### config.mk
export PLATFORM = sky130hd
export DESIGN_NAME = reg_writeback_arbiter
export DESIGN_NICKNAME = d
export VERILOG_FILES = /design/src/rtl/mips_pkg.sv /design/src/rtl/wb_queue.sv /design/src/rtl/reg_writeback_arbiter.sv
export SDC_FILE = /design/constraint.sdc
export NUM_CORES = 1
export LEC_CHECK = 0
export BUFFER_PORTS_ARGS = -buffer_cell sky130_fd_sc_hd__buf_2
export CORE_ASPECT_RATIO = 0.8
export CORE_MARGIN = 8
export CORE_UTILIZATION = 50
export CTS_BUF_LIST = sky130_fd_sc_hd__clkbuf_8
export DETAILED_ROUTE_END_ITERATION = 6
export PLACE_DENSITY_LB_ADDON = 0.25
export SYNTH_ARGS = -nofsm -noshare
export SYNTH_HDL_FRONTEND = slang
export SYNTH_SLANG_ARGS = --single-unit
### constraint.sdc
create_clock -name clk -period 6.6 [get_ports clk]
set_clock_uncertainty 0.05 [all_clocks]
set_input_delay 0.99 -clock clk [delete_from_list [all_inputs] [get_ports clk]]
set_output_delay 0.99 -clock clk [all_outputs]
set_load 0.02 [all_outputs]
### src/rtl/mips_pkg.sv
// Shared MIPS register-file types and constants for the writeback path.
package mips_pkg;

  localparam int unsigned REG_W    = 5;
  localparam int unsigned DATA_W   = 32;
  localparam int unsigned NUM_REGS = 1 << REG_W;

  localparam logic [REG_W-1:0] REG_ZERO = 5'd0;

  typedef struct packed {
    logic              valid;
    logic [REG_W-1:0]  dest;
    logic [DATA_W-1:0] data;
  } wb_entry;

endpackage

### src/rtl/wb_queue.sv
// Circular load-result FIFO with per-entry valid bits, a parallel dest-match
// squash port and a registered one-hot map of destinations still pending.
module wb_queue
  import mips_pkg::*;
#(
  parameter int unsigned DEPTH = 2
) (
  input  logic                clk,
  input  logic                reset,
  input  logic                push,
  input  wb_entry             push_entry,
  input  logic                pop,
  input  logic                squash,
  input  logic [REG_W-1:0]    squash_dest,
  output wb_entry             head,
  output logic                empty,
  output logic                full,
  output logic [NUM_REGS-1:0] pending
);

  localparam int unsigned PTR_W = $clog2(DEPTH);
  localparam int unsigned CNT_W = PTR_W + 1;
  localparam logic [CNT_W-1:0] FULL_CNT = CNT_W'(DEPTH);

  wb_entry             slots   [DEPTH];
  wb_entry             slots_n [DEPTH];
  logic [PTR_W-1:0]    rd_ptr, rd_ptr_n;
  logic [PTR_W-1:0]    wr_ptr, wr_ptr_n;
  logic [CNT_W-1:0]    count, count_n;
  logic [NUM_REGS-1:0] pending_n;
  logic                push_ok;
  logic                pop_ok;

  assign empty   = (count == '0);
  assign full    = (count == FULL_CNT);
  assign head    = slots[rd_ptr];
  assign push_ok = push && !full;
  assign pop_ok  = pop && !empty;

  // Slots outside the live window always hold valid=0, so pending can be
  // decoded across every slot without masking by the pointers.
  always_comb begin
    slots_n  = slots;
    rd_ptr_n = rd_ptr;
    wr_ptr_n = wr_ptr;
    count_n  = count;

    for (int unsigned i = 0; i < DEPTH; i++) begin
      if (squash && (slots[i].dest == squash_dest)) begin
        slots_n[i].valid = 1'b0;
      end
    end

    if (pop_ok) begin
      slots_n[rd_ptr].valid = 1'b0;
      rd_ptr_n              = rd_ptr + 1'b1;
    end

    if (push_ok) begin
      slots_n[wr_ptr] = push_entry;
      if (squash && (push_entry.dest == squash_dest)) begin
        slots_n[wr_ptr].valid = 1'b0;
      end
      wr_ptr_n = wr_ptr + 1'b1;
    end

    case ({push_ok, pop_ok})
      2'b10:   count_n = count + 1'b1;
      2'b01:   count_n = count - 1'b1;
      default: count_n = count;
    endcase

    pending_n = '0;
    for (int unsigned i = 0; i < DEPTH; i++) begin
      if (slots_n[i].valid) begin
        pending_n[slots_n[i].dest] = 1'b1;
      end
    end
  end

  always_ff @(posedge clk or posedge reset) begin
    if (reset) begin
      for (int unsigned i = 0; i < DEPTH; i++) begin
        slots[i] <= '0;
      end
      rd_ptr  <= '0;
      wr_ptr  <= '0;
      count   <= '0;
      pending <= '0;
    end else begin
      slots   <= slots_n;
      rd_ptr  <= rd_ptr_n;
      wr_ptr  <= wr_ptr_n;
      count   <= count_n;
      pending <= pending_n;
    end
  end

endmodule

### src/rtl/reg_writeback_arbiter.sv
// Register-file write-port arbiter: ALU results have priority, queued load
// results are guaranteed a slot after STARVE_LIMIT consecutive ALU grants.
module reg_writeback_arbiter
  import mips_pkg::*;
#(
  parameter int unsigned DEPTH        = 2,
  parameter int unsigned STARVE_LIMIT = 4,
  parameter int unsigned CNT_W        = 8
) (
  input  logic                clk,
  input  logic                reset,
  input  logic                alu_valid,
  input  logic [REG_W-1:0]    alu_dest,
  input  logic [DATA_W-1:0]   alu_data,
  output logic                alu_ready,
  input  logic                mem_valid,
  input  logic [REG_W-1:0]    mem_dest,
  input  logic [DATA_W-1:0]   mem_data,
  output logic                mem_ready,
  output logic [REG_W-1:0]    write_register,
  output logic [DATA_W-1:0]   write_data,
  output logic                write_switch,
  output logic [NUM_REGS-1:0] pending,
  output logic [CNT_W-1:0]    drop_count
);

  localparam int unsigned STARVE_W = $clog2(STARVE_LIMIT + 1);
  localparam logic [STARVE_W-1:0] STARVE_MAX = STARVE_W'(STARVE_LIMIT);

  wb_entry             q_head;
  wb_entry             q_push_entry;
  logic                q_empty;
  logic                q_full;
  logic                q_push;
  logic                q_pop;
  logic [NUM_REGS-1:0] q_pending;

  logic [STARVE_W-1:0] starve, starve_n;
  logic                head_live;
  logic                head_dead;
  logic                stall;
  logic                alu_take;
  logic                alu_grant;
  logic                alu_drop;
  logic                mem_take;
  logic                mem_drop;
  logic                mem_grant;
  logic [1:0]          drop_inc;
  logic [CNT_W:0]      drop_sum;

  assign head_live = !q_empty && q_head.valid;
  assign head_dead = !q_empty && !q_head.valid;
  assign stall     = head_live && (starve == STARVE_MAX);

  assign alu_ready = !stall;
  assign alu_take  = alu_valid && !stall;
  assign alu_grant = alu_take && (alu_dest != REG_ZERO);
  assign alu_drop  = alu_take && (alu_dest == REG_ZERO);

  assign mem_ready = !q_full;
  assign mem_take  = mem_valid && !q_full;
  assign mem_drop  = mem_take && (mem_dest == REG_ZERO);

  // A squashed head is retired alongside whatever else wins this cycle; it
  // never lets the entry behind it reach the write port in the same cycle.
  assign mem_grant = head_live && (stall || !alu_grant);
  assign q_pop     = mem_grant || head_dead;
  assign q_push    = mem_take && (mem_dest != REG_ZERO);

  assign q_push_entry = '{valid: 1'b1, dest: mem_dest, data: mem_data};

  wb_queue #(
    .DEPTH (DEPTH)
  ) u_queue (
    .clk         (clk),
    .reset       (reset),
    .push        (q_push),
    .push_entry  (q_push_entry),
    .pop         (q_pop),
    .squash      (alu_grant),
    .squash_dest (alu_dest),
    .head        (q_head),
    .empty       (q_empty),
    .full        (q_full),
    .pending     (q_pending)
  );

  assign pending = q_pending;

  // Any head retirement restarts the wait; the new head has only just arrived.
  always_comb begin
    starve_n = starve;
    if (q_empty || mem_grant || head_dead) begin
      starve_n = '0;
    end else if (alu_grant && (starve != STARVE_MAX)) begin
      starve_n = starve + 1'b1;
    end
  end

  assign drop_inc = {1'b0, alu_drop} + {1'b0, mem_drop};
  assign drop_sum = {1'b0, drop_count} + (CNT_W + 1)'(drop_inc);

  always_ff @(posedge clk or posedge reset) begin
    if (reset) begin
      starve         <= '0;
      write_switch   <= 1'b0;
      write_register <= '0;
      write_data     <= '0;
      drop_count     <= '0;
    end else begin
      starve <= starve_n;

      if (alu_grant) begin
        write_switch   <= 1'b1;
        write_register <= alu_dest;
        write_data     <= alu_data;
      end else if (mem_grant) begin
        write_switch   <= 1'b1;
        write_register <= q_head.dest;
        write_data     <= q_head.data;
      end else begin
        write_switch   <= 1'b0;
      end

      if (drop_sum[CNT_W]) begin
        drop_count <= '1;
      end else begin
        drop_count <= drop_sum[CNT_W-1:0];
      end
    end
  end

endmodule

==> metrics.md, run 1 <==
| Metric | Value |
|---|---|
| Status | finished, final reports clean |
| Seq/Total Area, Yosys | 0.553 |
| Hold Crit Class | reg2reg |
| GR Layer Usage met2 | 0.311 |
| Maxcap violations | 0 |
| CP Data Required Time | a little under 7000 ps |
| Sequential Power Share | 0.405 |
| Largest net degree at the start of global routing | ~110 |
| CTS Root Cell | clkbuf_8 |
| Most common cell after layout, fill and taps aside | dfrtp_1 |
| Library cells used by synthesis | 43 |
| Routed length per instance | approximately 18 microns |
| Unrepaired setup endpoints after global routing | false |
| Ys Warns | 0 |
| Share of the synthesized area in the top cell type | 0.553 |
| Worst Setup Path Type | reg2reg |
| Flops & latches, synth | 161 |
| VDD IR max | approximately 0.25 mV |
| Final Slew Violations | 0 |
| Vias in the first global route | 5783 |
| Mapped cell area | between 7000 and 8000 sq um |
| Largest fanout on the critical path | 6 |
| Clk network pwr share | 0.154 |
| Die Span Y | 124 microns |
| Port bufs | about 160 |
| Die Area | about 19000 sq um |
| Commonest cells after routing, fill and taps aside | dfrtp_1, buf_2, nand2_1 |
| Setup violations, final | 0 |
| Final Util | 0.602 |
| Top Ports | 158 |
| Post-Syn Instances | 660 |
| # diodes | 0 |
| Net count after synthesis | roughly 740 |
| Post-route DRC | 0 |
| First-pass GRT wire length | roughly 29 mm |
| Setup crit end kind | register |
| Hpwl dp | roughly 13 mm |
| Setup WS pre-CTS | around 2700 ps |
| Clk_lat worst skew | between 400 and 500 ps |
| Clk sink count | 161 |
| Final Hold Viols | 0 |
| Internal | between 2000 and 2500 uW |
| Antenna violations before repair | 2 |
| Worst-path clk slew | 90 ps |
| Psw | 1660 uW |
| Congestion Overflow GR | 0 |
| Max_slew headroom | 0.334 |
| Via count | ~5600 |
| Routability Congestion | around 0.89 |
| Cell taking the most area after synthesis | dfrtp_1 |
| Period utilization | 0.549 |
| Period minus WS final | between 3000 and 4000 ps |
| Max Freq | 276 MHz |
| Drt via density | 5.55 |
| Post-route design area | ~8600 sq um |
| Gate power share | 0.441 |
| Global Route met1 Usage | 0.253 |
| Setup TNS | 0 ps |
| Overall routing resource usage | 0.198 |
| DRT antenna net count | 0 |
| Post-CTS Resized | 0 |
| Nets@finish | between 800 and 900 |
| Area of the multi-input gates | around 3100 sq um |
| Core ar. | between 10000 and 15000 sq um |
| Rows | 39 |
| Met3 usage | 0.0679 |
| Power Dens Cells | between 400 and 500 nW/um^2 |
| Leakage power | approximately 0.0041 uW |
| Initial core utilization | 0.511 |
| Total Wirelength | 18.0 mm |
| CTS max path bufs | 2 |
| Share of cells above drive strength 1 | 0.338 |
| Die width | approximately 150 microns |
| Switching Fraction | 0.410 |
| CP arrival | between 3000 and 4000 ps |
| Number of fillers in the final layout | 1226 |
| H-tree Lvls | 4 |
| Critical path launch point type | register |
| GR peak layer | met2 |
| Final setup margin | about 3000 ps |
| Syn_area_per_cell | between 10 and 15 sq um |
| Ranking of synthesized cells by area | dfrtp_1, mux2_2, nand2_1, o21ai_0, mux2i_1 |
| Storage cell area | a little over 4000 sq um |
| Cell Area, Placed | approximately 8000 sq um |
| Area grow syn2layout | 17.7% |
| Slew at the pin with the worst max-slew slack | around 990 ps |
| Starting DRT DRC Count | 476 |
| Hold-fix buffers, CTS | 0 |
| Post-CTS Setup Bufs | 0 |
| TritonCTS clock tree | done |
| 1st-pass router iterations | 6 |
| TritonCTS Buffers | 17 |
-- critical path: stages, from the launching register on --
cell and delay [ps]:
dfrtp_1 430, nor2_1 430, nor3_1 300, nor2b_1 450, or3b_2 540, fa_1 420
inv_1 70, ha_1 230, and4_1 270, nand4_1 210, o21ai_0 150
-- sequential cells by signal, summed over array words and instances, names as in the netlist --
register,flops
drop_count,8
starve,3
u_queue.count,2
u_queue.pending,32
u_queue.rd_ptr,1
u_queue.slots,76
u_queue.wr_ptr,1
write_data,32
write_register,5
write_switch,1
-- cells by family (layout without fill, tap and decap cells) --
| kind of cell | Yosys count | count (layout) | synth area share |
|---|---|---|---|
| buffers and inverters | 45 | 204 | 0.0254 |
| DFF | 161 | 161 | 0.553 |
| and+or+nand+nor | 168 | 168 | 0.102 |
| muxes | 108 | 108 | 0.160 |
| xor gates and xnor gates | 21 | 21 | 0.0252 |
| AOI/OAI and AO/OA | 152 | 152 | 0.125 |
| adders and majority gates | 5 | 5 | 0.00962 |
-- final timing paths --
check                                                   from                    endpoint  slack (ps)  cells after the start
worst max-delay path            u_queue.count[0]$_DFFE_PP0P_     drop_count[3]$_DFF_PP0_        2970                     10
worst min-delay path                   starve[0]$_DFFE_PP0P_       starve[0]$_DFFE_PP0P_         440                      1
worst max register to register  u_queue.count[0]$_DFFE_PP0P_     drop_count[3]$_DFF_PP0_        2970                     10
worst min register to register         starve[0]$_DFFE_PP0P_       starve[0]$_DFFE_PP0P_         440                      1
max in group asynchronous                              reset  u_queue.rd_ptr$_DFFE_PP0N_        4520                      3
min in group asynchronous                              reset  write_data[26]$_DFFE_PP0P_         710                      2
-- synth_stat cells (all sizes together) --
library cell and number:
nand4 3, or4 2, o32ai 1, xnor2 19
mux2i 39, fa 1, o211a 1, buf 12
nand3 7, o211ai 6, nand2 115, nand2b 4
or3b 1, o22ai 37, nand3b 5, and3 2
a21oi 6, nor2b 6, o21a 2, nor3 3
xor2 2, and3b 1, o21ai 93, a31oi 2
and4 1, o2111ai 1, inv 10, nor4 4
o31ai 2, a22oi 1, clkbuf 23, ha 4
dfrtp 161, mux2 69, nor2 14
-- final cells by class --
type / instances / share of cell area
Inverter: 10 / 0.00496
Sequential cell: 161 / 0.470
Tap cell: 184 / 0.0268
Clock buffer: 19 / 0.0305
Multi-Input combinational cell: 454 / 0.363
Clock inverter: 12 / 0.00831
Timing Repair Buffer: 163 / 0.0968
-- stage by stage --
step                power, uW  hold WS [ps]  cells
detailed placement       3450           436    972
floorplan                2920           379    660
global placement         3370           390    972
finish                   4050           444   1003
global route             4340           467   1003
CTS                      4070           446   1003
-- power groups by stage --
| stage | Combinational, uW | Clock, uW | Sequential, uW |
|---|---|---|---|
| after floorplan | 1130 | 0 | 1780 |
| after global placement | 1750 | 0 | 1630 |
| after detailed placement | 1800 | 0 | 1650 |
| after CTS | 1800 | 637 | 1640 |
| after global routing | 1970 | 675 | 1690 |
| final | 1790 | 623 | 1640 |
-- metal layers --
metal | routed length [microns] | part of all wire | vias up
met4 | 253 | 0.014 | 4
met5 | 21 | 0.0012 | -
met3 | 1440 | 0.080 | 22
li1 | - | - | 2622
met1 | 7770 | 0.43 | 2705
met2 | 8500 | 0.47 | 216
(Power assumes the default switching activity.)
==> inputs of run 2 (changes only) <==
clock period = 3.6 ns   (was 6.6 ns; I/O delays follow)
==> metrics.md, run 2 (synthesized netlist as in run 1, its figures left out) <==
| Metric | Value |
|---|---|
| CTS Root Cell | clkbuf_8 (unchanged) |
| CP Data Required Time | 3930 ps (was 6920 ps) |
| Final Hold Viols | 0 (unchanged) |
| Delay-heaviest family, CP | simple AND/OR/NAND/NOR gates (unchanged) |
| RR Endpoint | drop_count[1]$_DFF_PP0_ (was drop_count[3]$_DFF_PP0_) |
| Slowest stage delay, CP | 510 ps (was 540 ps) |
| Max_slew headroom | 0.384 (was 0.334) |
| Period minus WS final | 3270 ps (was 3630 ps) |
| Routed length per instance | 18.0 microns (was 17.9 microns) |
| DRT antenna net count | 0 (unchanged) |
| H-tree Lvls | 4 (unchanged) |
| Routability Congestion | 0.852 (was 0.893) |
| Power Dens Cells | 890 nW/um^2 (was 472 nW/um^2) |
| Via count | 5565 (was 5569) |
| Clk_lat worst skew | 450 ps (about the same) |
| Max FFs per register | 76 (unchanged) |
| Most common cell after layout, fill and taps aside | dfrtp_1 (unchanged) |
| Die width | 151 microns (unchanged) |
| Status | finished, final reports clean (unchanged) |
| Crit-path slowest cell | or3b_2 (unchanged) |
| 1st-pass router iterations | 6 (unchanged) |
| Drt via density | 5.53 (was 5.55) |
| Hold-fix buffers, CTS | 0 (unchanged) |
| Post-CTS Setup Bufs | 0 (unchanged) |
| Hold_ws | 165 ps (was 444 ps) |
| Commonest cells after routing, fill and taps aside | dfrtp_1, buf_2, nand2_1 (unchanged) |
| Final Slew Violations | 0 (unchanged) |
| Worst Setup Path Type | reg2reg (unchanged) |
| Setup violations, final | 0 (unchanged) |
| Die Area | 18700 sq um (unchanged) |
| Total Wirelength | 18.2 mm (was 18.0 mm) |
| Cell Chain, Critical Path | nor2_1 -> nor3_1 -> nor2b_1 -> or3b_2 -> fa_1 -> inv_1 -> ha_1 -> and4_1 -> nand4_1 -> nand2b_1 (was nor2_1 -> nor3_1 -> nor2b_1 -> or3b_2 -> fa_1 -> inv_1 -> ha_1 -> and4_1 -> nand4_1 -> o21ai_0) |
| Antenna violations before repair | 2 (unchanged) |
| First-pass GRT wire length | 29.7 mm (was 29.1 mm) |
| Biggest register | u_queue.slots (unchanged) |
| Leakage power | 0.00412 uW (was 0.00406 uW) |
| Die Span Y | 124 microns (unchanged) |
| Setup crit end kind | register (unchanged) |
| Maxcap violations | 0 (unchanged) |
| Initial core utilization | 0.511 (unchanged) |
| Vias in the first global route | 5841 (was 5783) |
| Number of cells on the critical path | 10 (unchanged) |
| Clk sink count | 161 (unchanged) |
| CP arrival | 3600 ps (was 3950 ps) |
| TritonCTS Buffers | 17 (unchanged) |
| Overall routing resource usage | 0.202 (was 0.198) |
| Rows | 39 (unchanged) |
| Reg2reg start | u_queue.count[0]$_DFFE_PP0P_ (unchanged) |
| Final Util | 0.613 (was 0.602) |
| Max Freq | 306 MHz (was 276 MHz) |
| CTS max path bufs | 2 (unchanged) |
| TritonCTS clock tree | done (unchanged) |
| Largest regs | u_queue.slots x76, u_queue.pending x32, write_data x32 (unchanged) |
| Port bufs | 157 (unchanged) |
| Hold Crit Class | in2async (was reg2reg) |
| Largest net degree at the start of global routing | 162 (was 111) |
| Largest fanout on the critical path | 6 (unchanged) |
| Worst-path clk slew | 90 ps (about the same) |
| R2R setup slack | 330 ps (was 2970 ps) |
| Post-CTS Resized | 0 (unchanged) |
| Congestion Overflow GR | 0 (unchanged) |
| Hpwl dp | 12.9 mm (was 12.8 mm) |
| VDD IR max | 0.571 mV (was 0.254 mV) |
| R2R cell count | 10 (unchanged) |
| Top Ports | 158 (unchanged) |
| Period utilization | 0.908 (was 0.549) |
| Nets@finish | 893 (was 890) |
| Critical path launch point type | register (unchanged) |
| Starting DRT DRC Count | 365 (was 476) |
| Post-route DRC | 0 (unchanged) |
| Core ar. | 14200 sq um (unchanged) |
| Unrepaired setup endpoints after global routing | false (unchanged) |
| Area grow syn2layout | 19.8% (was 17.7%) |
| Share of cells above drive strength 1 | 0.342 (was 0.338) |
| Slew at the pin with the worst max-slew slack | 925 ps (was 991 ps) |
| Setup TNS | 0 ps (unchanged) |
| Critical path buffer and inverter count | 1 (unchanged) |
## run 2: how the worst max path moves through the flow
stage                                         end  slack (ps)                          from
after floorplan           drop_count[3]$_DFF_PP0_         690    u_queue.rd_ptr$_DFFE_PP0N_
after global placement    drop_count[3]$_DFF_PP0_         430                   alu_dest[0]
after detailed placement  drop_count[1]$_DFF_PP0_         340                   alu_dest[0]
after CTS                 drop_count[1]$_DFF_PP0_         380  u_queue.count[0]$_DFFE_PP0P_
after global routing      drop_count[3]$_DFF_PP0_          50  u_queue.count[0]$_DFFE_PP0P_
final                     drop_count[1]$_DFF_PP0_         330  u_queue.count[0]$_DFFE_PP0P_
## run 2: metrics by stage
step	worst slack, ps	area (sq um)	power, uW	std cells
floorplan	689	7290	5350	660
global placement	430	8290	6220	975
detailed placement	337	8290	6380	975
CTS	376	8730	7830	1006
global route	47.0	8730	8360	1007
finish	331	8730	7770	1007
## run 2: layer usage
metal / global-route usage / share of wire / vias to the layer above / routed length (microns)
met1: 0.259 / 0.44 / 2720 / 7970
met4: 0.0716 / 0.018 / 2 / 329
met3: 0.0686 / 0.072 / 37 / 1310
met5: 0 / 0.00066 / - / 12
li1: - / - / 2628 / -
met2: 0.317 / 0.47 / 178 / 8530
## run 2: power by group
| part | switching [uW] | internal (uW) |
|---|---|---|
| registers | 452 | 2550 |
| clock network | 659 | 772 |
| logic | 1970 | 1370 |
## run 2: layout make-up
type / count / area (sq um)
fill: 1179 / 5520
sequential: 161 / 4030
multi-input combinational: 454 / 3110
timing repair buffer: 166 / 878
clock buffer: 18 / 248
tap: 184 / 230
clock inverter: 13 / 186
inverter: 10 / 41.3
antenna: 1 / 2.50
## run 2: tightest hold or removal path, delay by kind of cell
kind                   cells  cell delay [ps]
buffers and inverters      3              660
